## config.mk

```make
export PLATFORM = sky130hd
export DESIGN_NAME = serial_txrx_link_flat
export DESIGN_NICKNAME = d
export VERILOG_FILES = /design/src/rtl/serial_txrx_link_pkg.sv /design/src/rtl/serial_txrx_link_if.sv /design/src/rtl/serial_rx_deser.sv /design/src/rtl/serial_txrx_link.sv /design/src/flat_wrapper.sv
export SDC_FILE = /design/constraint.sdc
export NUM_CORES = 1
export LEC_CHECK = 0
export BUFFER_PORTS_ARGS = -buffer_cell sky130_fd_sc_hd__clkbuf_2
export CORE_MARGIN = 4
export CORE_UTILIZATION = 40
export DETAILED_ROUTE_END_ITERATION = 12
export SLEW_MARGIN = 30
export SYNTH_ARGS = -nofsm -noshare
export SYNTH_HDL_FRONTEND = slang
export SYNTH_SLANG_ARGS = --single-unit
```

## constraint.sdc

```tcl
create_clock -name Clk_S -period 2.1 [get_ports Clk_S]
set_clock_uncertainty 0.2 [all_clocks]
set_input_delay 0.42 -clock Clk_S [delete_from_list [all_inputs] [get_ports Clk_S]]
set_output_delay 0.42 -clock Clk_S [all_outputs]
set_load 0.005 [all_outputs]
```

## src/rtl/serial_txrx_link_pkg.sv

```systemverilog
// Shared types and sizes for the serial link.
// Word width, bit-counter width, TX/RX state enums.
package serial_txrx_link_pkg;

    localparam int DATA_W = 55;
    localparam int CNT_W  = 6;

    // Counter value at which the last data bit is handled.
    localparam logic [CNT_W-1:0] CNT_LAST = CNT_W'(DATA_W - 1);

    typedef enum logic [1:0] {
        TX_IDLE,
        TX_START,
        TX_DATA,
        TX_STOP
    } tx_state_e;

    typedef enum logic {
        RX_IDLE,
        RX_DATA
    } rx_state_e;

endpackage

```

## src/rtl/serial_txrx_link_if.sv

```systemverilog
// Parallel-side handshake bundle of the serial link.
// master: user side (TX request, RX consumer); slave: the link.
interface serial_txrx_link_if;
    import serial_txrx_link_pkg::*;

    logic [DATA_W-1:0] TX_Data;
    logic              TX_Data_Valid;
    logic              TX_Ready;
    logic              RX_Ready;
    logic [DATA_W-1:0] RX_Data;
    logic              RX_Data_Valid;

    modport master (
        output TX_Data,
        output TX_Data_Valid,
        output RX_Ready,
        input  TX_Ready,
        input  RX_Data,
        input  RX_Data_Valid
    );

    modport slave (
        input  TX_Data,
        input  TX_Data_Valid,
        input  RX_Ready,
        output TX_Ready,
        output RX_Data,
        output RX_Data_Valid
    );

endinterface

```

## src/rtl/serial_rx_deser.sv

```systemverilog
// Receive deserializer: waits for a start bit, assembles DATA_W bits.
// Ports: clk, rst, s_in (line), rx_data (last full word), rx_avail.
module serial_rx_deser
    import serial_txrx_link_pkg::*;
(
    input  logic              clk,
    input  logic              rst,
    input  logic              s_in,
    output logic [DATA_W-1:0] rx_data,
    output logic              rx_avail
);

    rx_state_e         state_q, state_d;
    logic [CNT_W-1:0]  cnt_q, cnt_d;
    logic [DATA_W-1:0] asm_q, asm_d;
    logic [DATA_W-1:0] data_q, data_d;
    logic              avail_q, avail_d;

    always_comb begin
        state_d = state_q;
        cnt_d   = cnt_q;
        asm_d   = asm_q;
        data_d  = data_q;
        avail_d = avail_q;
        unique case (state_q)
            RX_IDLE: begin
                if (s_in) begin
                    state_d = RX_DATA;
                    cnt_d   = '0;
                    avail_d = 1'b0;
                end
            end
            RX_DATA: begin
                asm_d[cnt_q] = s_in;
                if (cnt_q == CNT_LAST) begin
                    // Publish only the complete word.
                    data_d  = asm_d;
                    avail_d = 1'b1;
                    cnt_d   = '0;
                    state_d = RX_IDLE;
                end else begin
                    cnt_d = cnt_q + 1'b1;
                end
            end
        endcase
    end

    always_ff @(posedge clk) begin
        if (rst) begin
            state_q <= RX_IDLE;
            cnt_q   <= '0;
            asm_q   <= '0;
            data_q  <= '0;
            avail_q <= 1'b0;
        end else begin
            state_q <= state_d;
            cnt_q   <= cnt_d;
            asm_q   <= asm_d;
            data_q  <= data_d;
            avail_q <= avail_d;
        end
    end

    assign rx_data  = data_q;
    assign rx_avail = avail_q;

endmodule

```

## src/rtl/serial_txrx_link.sv

```systemverilog
// Serial link: TX serializer (start, DATA_W bits LSB first, stop) + RX.
// Ports: Clk_S, Rst, link (handshake bundle), S_Data_Out, S_Data_In.
module serial_txrx_link
    import serial_txrx_link_pkg::*;
(
    input  logic               Clk_S,
    input  logic               Rst,
    serial_txrx_link_if.slave  link,
    output logic               S_Data_Out,
    input  logic               S_Data_In
);

    tx_state_e         state_q, state_d;
    logic [CNT_W-1:0]  cnt_q, cnt_d;
    logic [DATA_W-1:0] shift_q, shift_d;
    logic              valid_prev_q, valid_prev_d;
    logic              ready_q, ready_d;
    logic              sdo_q, sdo_d;
    logic              tx_rise;

    logic [DATA_W-1:0] rx_data;
    logic              rx_avail;

    assign tx_rise = link.TX_Data_Valid && !valid_prev_q;

    // Outputs are registered from the next state so that
    // reset forces them low on the same edge.
    always_comb begin
        state_d      = state_q;
        cnt_d        = cnt_q;
        shift_d      = shift_q;
        ready_d      = 1'b0;
        sdo_d        = 1'b0;
        valid_prev_d = link.TX_Data_Valid;
        unique case (state_q)
            TX_IDLE: begin
                if (tx_rise) begin
                    shift_d = link.TX_Data;
                    state_d = TX_START;
                    sdo_d   = 1'b1;
                end else begin
                    ready_d = 1'b1;
                end
            end
            TX_START: begin
                state_d = TX_DATA;
                cnt_d   = '0;
                sdo_d   = shift_q[0];
                shift_d = shift_q >> 1;
            end
            TX_DATA: begin
                if (cnt_q == CNT_LAST) begin
                    state_d = TX_STOP;
                    cnt_d   = '0;
                end else begin
                    cnt_d   = cnt_q + 1'b1;
                    sdo_d   = shift_q[0];
                    shift_d = shift_q >> 1;
                end
            end
            TX_STOP: begin
                state_d = TX_IDLE;
                ready_d = 1'b1;
            end
        endcase
    end

    always_ff @(posedge Clk_S) begin
        if (Rst) begin
            state_q      <= TX_IDLE;
            cnt_q        <= '0;
            shift_q      <= '0;
            // Set so a Valid held through reset is not an edge.
            valid_prev_q <= 1'b1;
            ready_q      <= 1'b0;
            sdo_q        <= 1'b0;
        end else begin
            state_q      <= state_d;
            cnt_q        <= cnt_d;
            shift_q      <= shift_d;
            valid_prev_q <= valid_prev_d;
            ready_q      <= ready_d;
            sdo_q        <= sdo_d;
        end
    end

    serial_rx_deser u_rx (
        .clk      (Clk_S),
        .rst      (Rst),
        .s_in     (S_Data_In),
        .rx_data  (rx_data),
        .rx_avail (rx_avail)
    );

    assign S_Data_Out         = sdo_q;
    assign link.TX_Ready      = ready_q;
    assign link.RX_Data       = rx_data;
    assign link.RX_Data_Valid = rx_avail && link.RX_Ready;

endmodule

```

## src/flat_wrapper.sv

```systemverilog
// flat-port wrapper written by rule: the top's interface ports become plain ports
module serial_txrx_link_flat import serial_txrx_link_pkg::*;
  (Clk_S, Rst, S_Data_Out, S_Data_In, link_TX_Data, link_TX_Data_Valid, link_RX_Ready, link_TX_Ready, link_RX_Data, link_RX_Data_Valid);
  serial_txrx_link_if link_i ();
  input  logic Clk_S;
  input  logic Rst;
  output logic S_Data_Out;
  input  logic S_Data_In;
  input wire logic [$bits(link_i.TX_Data)-1:0] link_TX_Data;
  input wire logic [$bits(link_i.TX_Data_Valid)-1:0] link_TX_Data_Valid;
  input wire logic [$bits(link_i.RX_Ready)-1:0] link_RX_Ready;
  output wire logic [$bits(link_i.TX_Ready)-1:0] link_TX_Ready;
  output wire logic [$bits(link_i.RX_Data)-1:0] link_RX_Data;
  output wire logic [$bits(link_i.RX_Data_Valid)-1:0] link_RX_Data_Valid;
  assign link_i.TX_Data = link_TX_Data;
  assign link_i.TX_Data_Valid = link_TX_Data_Valid;
  assign link_i.RX_Ready = link_RX_Ready;
  assign link_TX_Ready = link_i.TX_Ready;
  assign link_RX_Data = link_i.RX_Data;
  assign link_RX_Data_Valid = link_i.RX_Data_Valid;
  serial_txrx_link u_core (.Clk_S(Clk_S), .Rst(Rst), .link(link_i), .S_Data_Out(S_Data_Out), .S_Data_In(S_Data_In));
endmodule
```

# --- Word level (Yosys, flattened, before mapping) ---
# Index checks and enable logic that the tools add are counted.
totals:
  ff_bits: 184
  input_bits: 60
  out_inout_bits: 58
  elab_cells: 62
op_classes:
  addsub: 2
  n_lt_le_gt_ge: 2
  n_eq_ne: 10
  n_mux: 25
  n_bitwise: 1
  n_reduce_logical: 11
ops:
  columns: ["cell", "count"]
  rows:
  - ["55-bit one-hot mux with 3 select lines", 1]
  - ["55-bit 2-to-1 mux", 2]
  - ["55-bit bitwise mux", 1]
  - ["6-bit one-hot mux with 2 select lines", 2]
  - ["6-bit 2-to-1 mux", 3]
  - ["6-bit by 1-bit adder with 6-bit output (second input constant)", 2]
  - ["6-bit equality test (second input constant)", 2]
  - ["1-bit 2-to-1 mux", 8]
  - ["2-bit one-hot mux with 4 select lines", 1]
  - ["6-bit by 7-bit less-than comparator with 1-bit output (second input constant)", 1]
  - ["1-bit demux with 6-bit select", 1]
  - ["6-bit by 1-bit greater-or-equal comparator with 1-bit output (second input constant)", 1]
  - ["2-bit by 1-bit != test with 1-bit output (second input constant)", 3]
  - ["1-bit one-hot mux with 2 select lines", 3]
  - ["2-bit AND reduction", 3]
  - ["2-bit equality test (second input constant)", 2]
  - ["2-bit 2-to-1 mux", 2]
  - ["2-bit != test (second input constant)", 2]
  - ["1-bit logical AND", 3]
  - ["1-bit one-hot mux with 3 select lines", 1]
  - ["3-bit AND reduction", 1]
  - ["3-bit nonzero test", 1]
  - ["2-bit by 1-bit equality test with 1-bit output (second input constant)", 1]
  - ["2-bit logical NOT", 1]
  - ["3 further kinds", 3]

# --- Depth between registers and ports, before layout ---
depth:
  depth_word: 5
  mapped_depth: 9

# --- Hierarchy ---
# A second synthesis with hierarchy kept.
hier_totals:
  hier_cells: 927
  hier_area_um2: 8557.0
by_module_without_submodules:
  columns: ["module", "instances", "cells_per_inst", "area_each_um2", "seq_area_each_um2"]
  rows:
  - ["serial_rx_deser", 1, 604, 5195.0, 2362.3]
  - ["serial_txrx_link", 1, 323, 3362.0, 1321.3]

# --- Worst setup path before layout ---
# OpenSTA, ideal clock, no wires.
synth_path:
  kind: "register to register"
  start: "register u_core.state_q[0]"
  end: "register u_core.shift_q[17]"
  setup_ns: 0.146
  arrival_ns: 1.627
  required_time_ns: 1.754
  path_slack_ns: 0.127
  stages_incl_launch_ff: 8
  synth_period_minus_slack_ns: 1.973
  cell_sequence: "dfxtp_1 inv_1 ha_1 and3b_1 a221oi_2 buf_2 buf_2 a211oi_2"
synth_via:
  elab_chain_cells: 3
  elab_cells_between_ends: 8
  cone_classes: "eq/ne (4); mux (1); reduce/logical (3)"
synth_rtl:
  columns: ["item", "line_no", "source"]
  rows:
  - ["from (decl)", "serial_txrx_link.sv:13", "tx_state_e state_q, state_d;"]
  - ["from (signal assigned)", "serial_txrx_link.sv:78", "state_q <= state_d;"]
  - ["2-bit equality test, or another cell as far along", "serial_txrx_link.sv:35", "unique case (state_q)"]
  - ["2-bit != test (no line), or another cell as far along", null, null]
  - ["3-bit AND reduction (no line)", null, null]
  - ["to (signal assigned)", "serial_txrx_link.sv:80", "shift_q <= shift_d;"]
  - ["to (decl)", "serial_txrx_link.sv:15", "logic [DATA_W-1:0] shift_q, shift_d;"]
# Parallel ways exist; a longest one is shown, timed or not.
# A chain may end at the register's enable or synchronous reset.

# --- Worst setup path after layout ---
layout_path:
  start: "register u_core.cnt_q[0]"
  end: "register u_core.shift_q[27]"
layout_via:
  elab_chain_cells: 3
layout_rtl:
  columns: ["item", "line_no", "source"]
  rows:
  - ["from (decl)", "serial_txrx_link.sv:14", "logic [CNT_W-1:0] cnt_q, cnt_d;"]
  - ["from (signal assigned)", "serial_txrx_link.sv:79", "cnt_q <= cnt_d;"]
  - ["6-bit equality test", "serial_txrx_link.sv:52", "if (cnt_q == CNT_LAST) begin"]
  - ["2-bit != test (no line)", null, null]
  - ["3-bit AND reduction (no line)", null, null]
# No other way between the ends.

==> results.md <==
* finished, final reports clean — run status
* 0.8187 — last weighted congestion value of the routability-driven placer
* yes — unrepaired setup endpoints after global routing
* 0.2535 — met1 track demand over resource
* 0.01814 ns — hold slack final
* 24.58% — synthesis-to-finish area growth
* register — launching element type of the critical path
* 0.33 ns — largest incremental delay on the critical path
* 184 — number of sinks driven by the clock tree
* 494.8 MHz — Max Clock Freq
* done — clock tree from TritonCTS
* 0 — number of max-cap violations
* 5 — total iterations of the first detailed-routing run
* 0.9624 — final cycle utilization of the critical path
* 0.4641 — sequential-to-total area share from yosys stat
* 13360 um — total half-perimeter wirelength after legalization and detailed placement
* 0.6210 mV — Max IR drop VDD
* 2 — worst-case clock buffer depth
* 0 — DR DRC count
* 62 — pin count of the biggest net entering global routing
* 0 — total global routing overflow
* 0.4859 ns — actual slew at the worst max-slew pin
* 117 — IO buf count
* 4 — H-tree level count
* 983 — synthesized net count
* register to register — category of the critical setup timing path
* 118 — Ports
* 0.01946 sq mm — Core Footprint
* 0.02216 sq mm — die area
* 0.003685 sq mm — Sequential cell area
* 8.683 sq um — syn_area_per_cell
* 914 — synthesized instance count
* 2.17 ns — worst path arrival time
* 0.003906 sq mm — multi-input logic area
* dfxtp_2 — CP max stage cell
* 0.06 ns — clock transition at the registers of the reported paths
* 1190 mW/mm^2 — pwr dens
* 2.25 ns — critical path required time
* met2 — most crowded layer after global routing
* 148.9 um — die outline height
* 0 — Yosys Warn Count
* register — kind of end point of the critical path
* 0.007936 sq mm — netlist area before placement
* 1107 — Post-layout nets
* compound AO/OA/AOI/OAI gates — Top delay family on crit path
* 0 — CTS Hold Bufs
* inv_1 > ha_1 > and3_4 > a221oi_4 > buf_6 > clkbuf_16 > buf_4 > nor2_1 > a211oi_2 — crit path cell chain
* 17 — clock buffers created by TritonCTS
* 0.4641 — share of Yosys cell area claimed by the top area cell type
* 0 — count of final max-slew check failures
* dfxtp_1 (46%), a211oi_2 (7.3%), mux2i_1 (6.8%) — leading post-synthesis cells by cell area
* 331 — number of DRC markers in iteration 0
* 6352 — via count of the first global-routing pass
* 0.4078 — Initial Utilization
* 0 — share of synthesized flip-flops with an asynchronous set or reset
* 2.021 ns — Tmin final
* 0 — number of nets still failing antenna checks after routing
* 6 — highest fanout seen on the critical path
* 0.43 ns — insertion delay of the later-clocked pin in the worst-skew pair
* 184 — #FFs+latches synth
* 1272 — Cells after DPL
* 0 — Post-synth EDFFs
* input pin to register — worst min path class
* 0.6739 — worst rel slew slack
* 4 — buffers and inverters on the worst path
* 0 — final setup violating endpoints
* 1316 — filler-free cell count of the finished design
* 0.2673 — routing usage on met2
* dfxtp_1 — Primary FF master, synth
* 31750 um — global-route wire length before repair
* clkbuf_16 — clock root buffer
* dfxtp_1 — area leader, netlist
* 5.147 — per-cell via count in the routed design
* 0.1747 — total routing usage reported by global routing
* 15.21 um — Wirelength per Cell
* 11.77 mW — Overall Power
* 0.2598 — fraction of final layout cells with drive strength greater than 1
* 0 — Final Hold Violating Endpoints
* 20020 um — drt total wl
* 148.9 um — horizontal extent of the die
* 45 — Yosys cell types
* 0.03130 — GRT met3 Usage
* 1857 — number of inserted filler cells in the final layout
* 3.631 nW — Leak
* 0 — antenna violations before repair
* 51 — total number of placement rows
* 6774 — vias after detailed routing
* 0 — Ant. Diodes
## cell families (layout without fill, tap and decap cells)
logic type | Yosys count | count (layout) | synth area share
DFF | 184 | 184 | 0.4641
AOI/OAI and AO/OA | 259 | 259 | 0.2215
adders and majority gates | 9 | 9 | 0.01419
xor gates and xnor gates | 1 | 1 | 0.001104
muxes | 54 | 54 | 0.06811
and+or+nand+nor | 316 | 316 | 0.1811
buffers and inverters | 91 | 228 | 0.04982
## report_power, final
part	total, mW	switching (mW)	internal (mW)
clock network	3.12	1.45	1.67
logic	4.39	2.19	2.20
registers	4.26	0.258	4.00
## path summary, 6_finish.rpt
kind,startpoint,endpoint,slack [ns],cells after the start
worst max register to register,u_core.cnt_q[0]$_SDFFE_PP0N_,u_core.shift_q[27]$_SDFFE_PP0P_,0.08,9
worst min-delay path,link_TX_Data_Valid,u_core.valid_prev_q$_SDFF_PP1_,0.02,2
worst max-delay path,u_core.cnt_q[0]$_SDFFE_PP0N_,u_core.shift_q[27]$_SDFFE_PP0P_,0.08,9
worst min register to register,u_core.u_rx.asm_q[31]$_SDFFE_PP0P_,u_core.u_rx.rx_data[31]$_SDFFE_PP0P_,0.25,2
## registers in the layout, summed over array words and instances (netlist names)
signal and flops:
u_core.shift_q 55, u_core.u_rx.asm_q 55, u_core.u_rx.rx_data 55, u_core.cnt_q 6, u_core.u_rx.cnt_q 6, u_core.state_q 2
u_core.S_Data_Out 1, u_core.link.TX_Ready 1, u_core.u_rx.rx_avail 1, u_core.u_rx.state_q 1, u_core.valid_prev_q 1
## cell type report
| type | count | share of cell area |
|---|---|---|
| clock buffer | 18 | 0.04341 |
| clock inverter | 14 | 0.01417 |
| inverter | 11 | 0.004176 |
| multi-input combinational | 639 | 0.3951 |
| sequential | 184 | 0.3727 |
| tap | 265 | 0.03354 |
| timing repair buffer | 185 | 0.1369 |
## layout by cell type (no fill, tap or decap), drive strengths merged, types with 2 or more instances in the layout
| cell | n |
|---|---|
| buf | 64 |
| o41ai | 3 |
| clkinv | 5 |
| or2 | 2 |
| and2 | 3 |
| or3 | 14 |
| nand2b | 5 |
| nor2 | 82 |
| ha | 9 |
| nor2b | 4 |
| and3 | 3 |
| mux2i | 54 |
| a21oi | 104 |
| a31oi | 7 |
| a311oi | 3 |
| o21ai | 68 |
| and3b | 3 |
| nand4 | 3 |
| nand3b | 4 |
| clkinvlp | 2 |
| clkbuf | 139 |
| nor3b | 3 |
| nand2 | 109 |
| dfxtp | 184 |
| nor4bb | 2 |
| nand3 | 62 |
| nor3 | 13 |
| inv | 17 |
| a221oi | 2 |
| a211oi | 67 |
## cells in the mapped netlist, drive strengths merged, types with 2 or more instances
cell type,count
nor2b,4
a311oi,3
or3,14
and3b,3
nor3,13
nand4,3
clkbuf,46
nand2,109
nor3b,3
nand3,62
a221oi,2
nor4bb,2
and3,3
inv,11
dfxtp,184
a21oi,104
and2,3
a31oi,7
o21ai,68
ha,9
a211oi,67
mux2i,54
nand2b,5
nand3b,4
o41ai,3
nor2,82
buf,34
or2,2
## metrics by stage
stage	TNS [ns]	setup slack (ns)	utilization	area (sq um)
3_3_place_gp	0	0.1051	0.4672	9092
5_1_grt	-0.06566	-0.02976	0.5080	9887
4_1_cts	0	0.04876	0.4964	9662
3_5_place_dp	0	0.05152	0.4672	9092
6_report	0	0.07892	0.5080	9887
2_1_floorplan	0	0.1266	-	7936
## what timing repair did
item                                    CTS  global route
gates resized for setup                   0            11
endpoints found under the setup margin    0            35
endpoints found under the hold margin     0             0
setup buffers                             0             7
## routing by layer
| metal | routed length [um] | vias to the layer above |
|---|---|---|
| met2 | 8899 | 137 |
| met5 | 0 | - |
| met1 | 10030 | 3146 |
| met3 | 848 | 16 |
| met4 | 241 | 0 |
| li1 | - | 3475 |
Power figures use the tool's default switching activity.
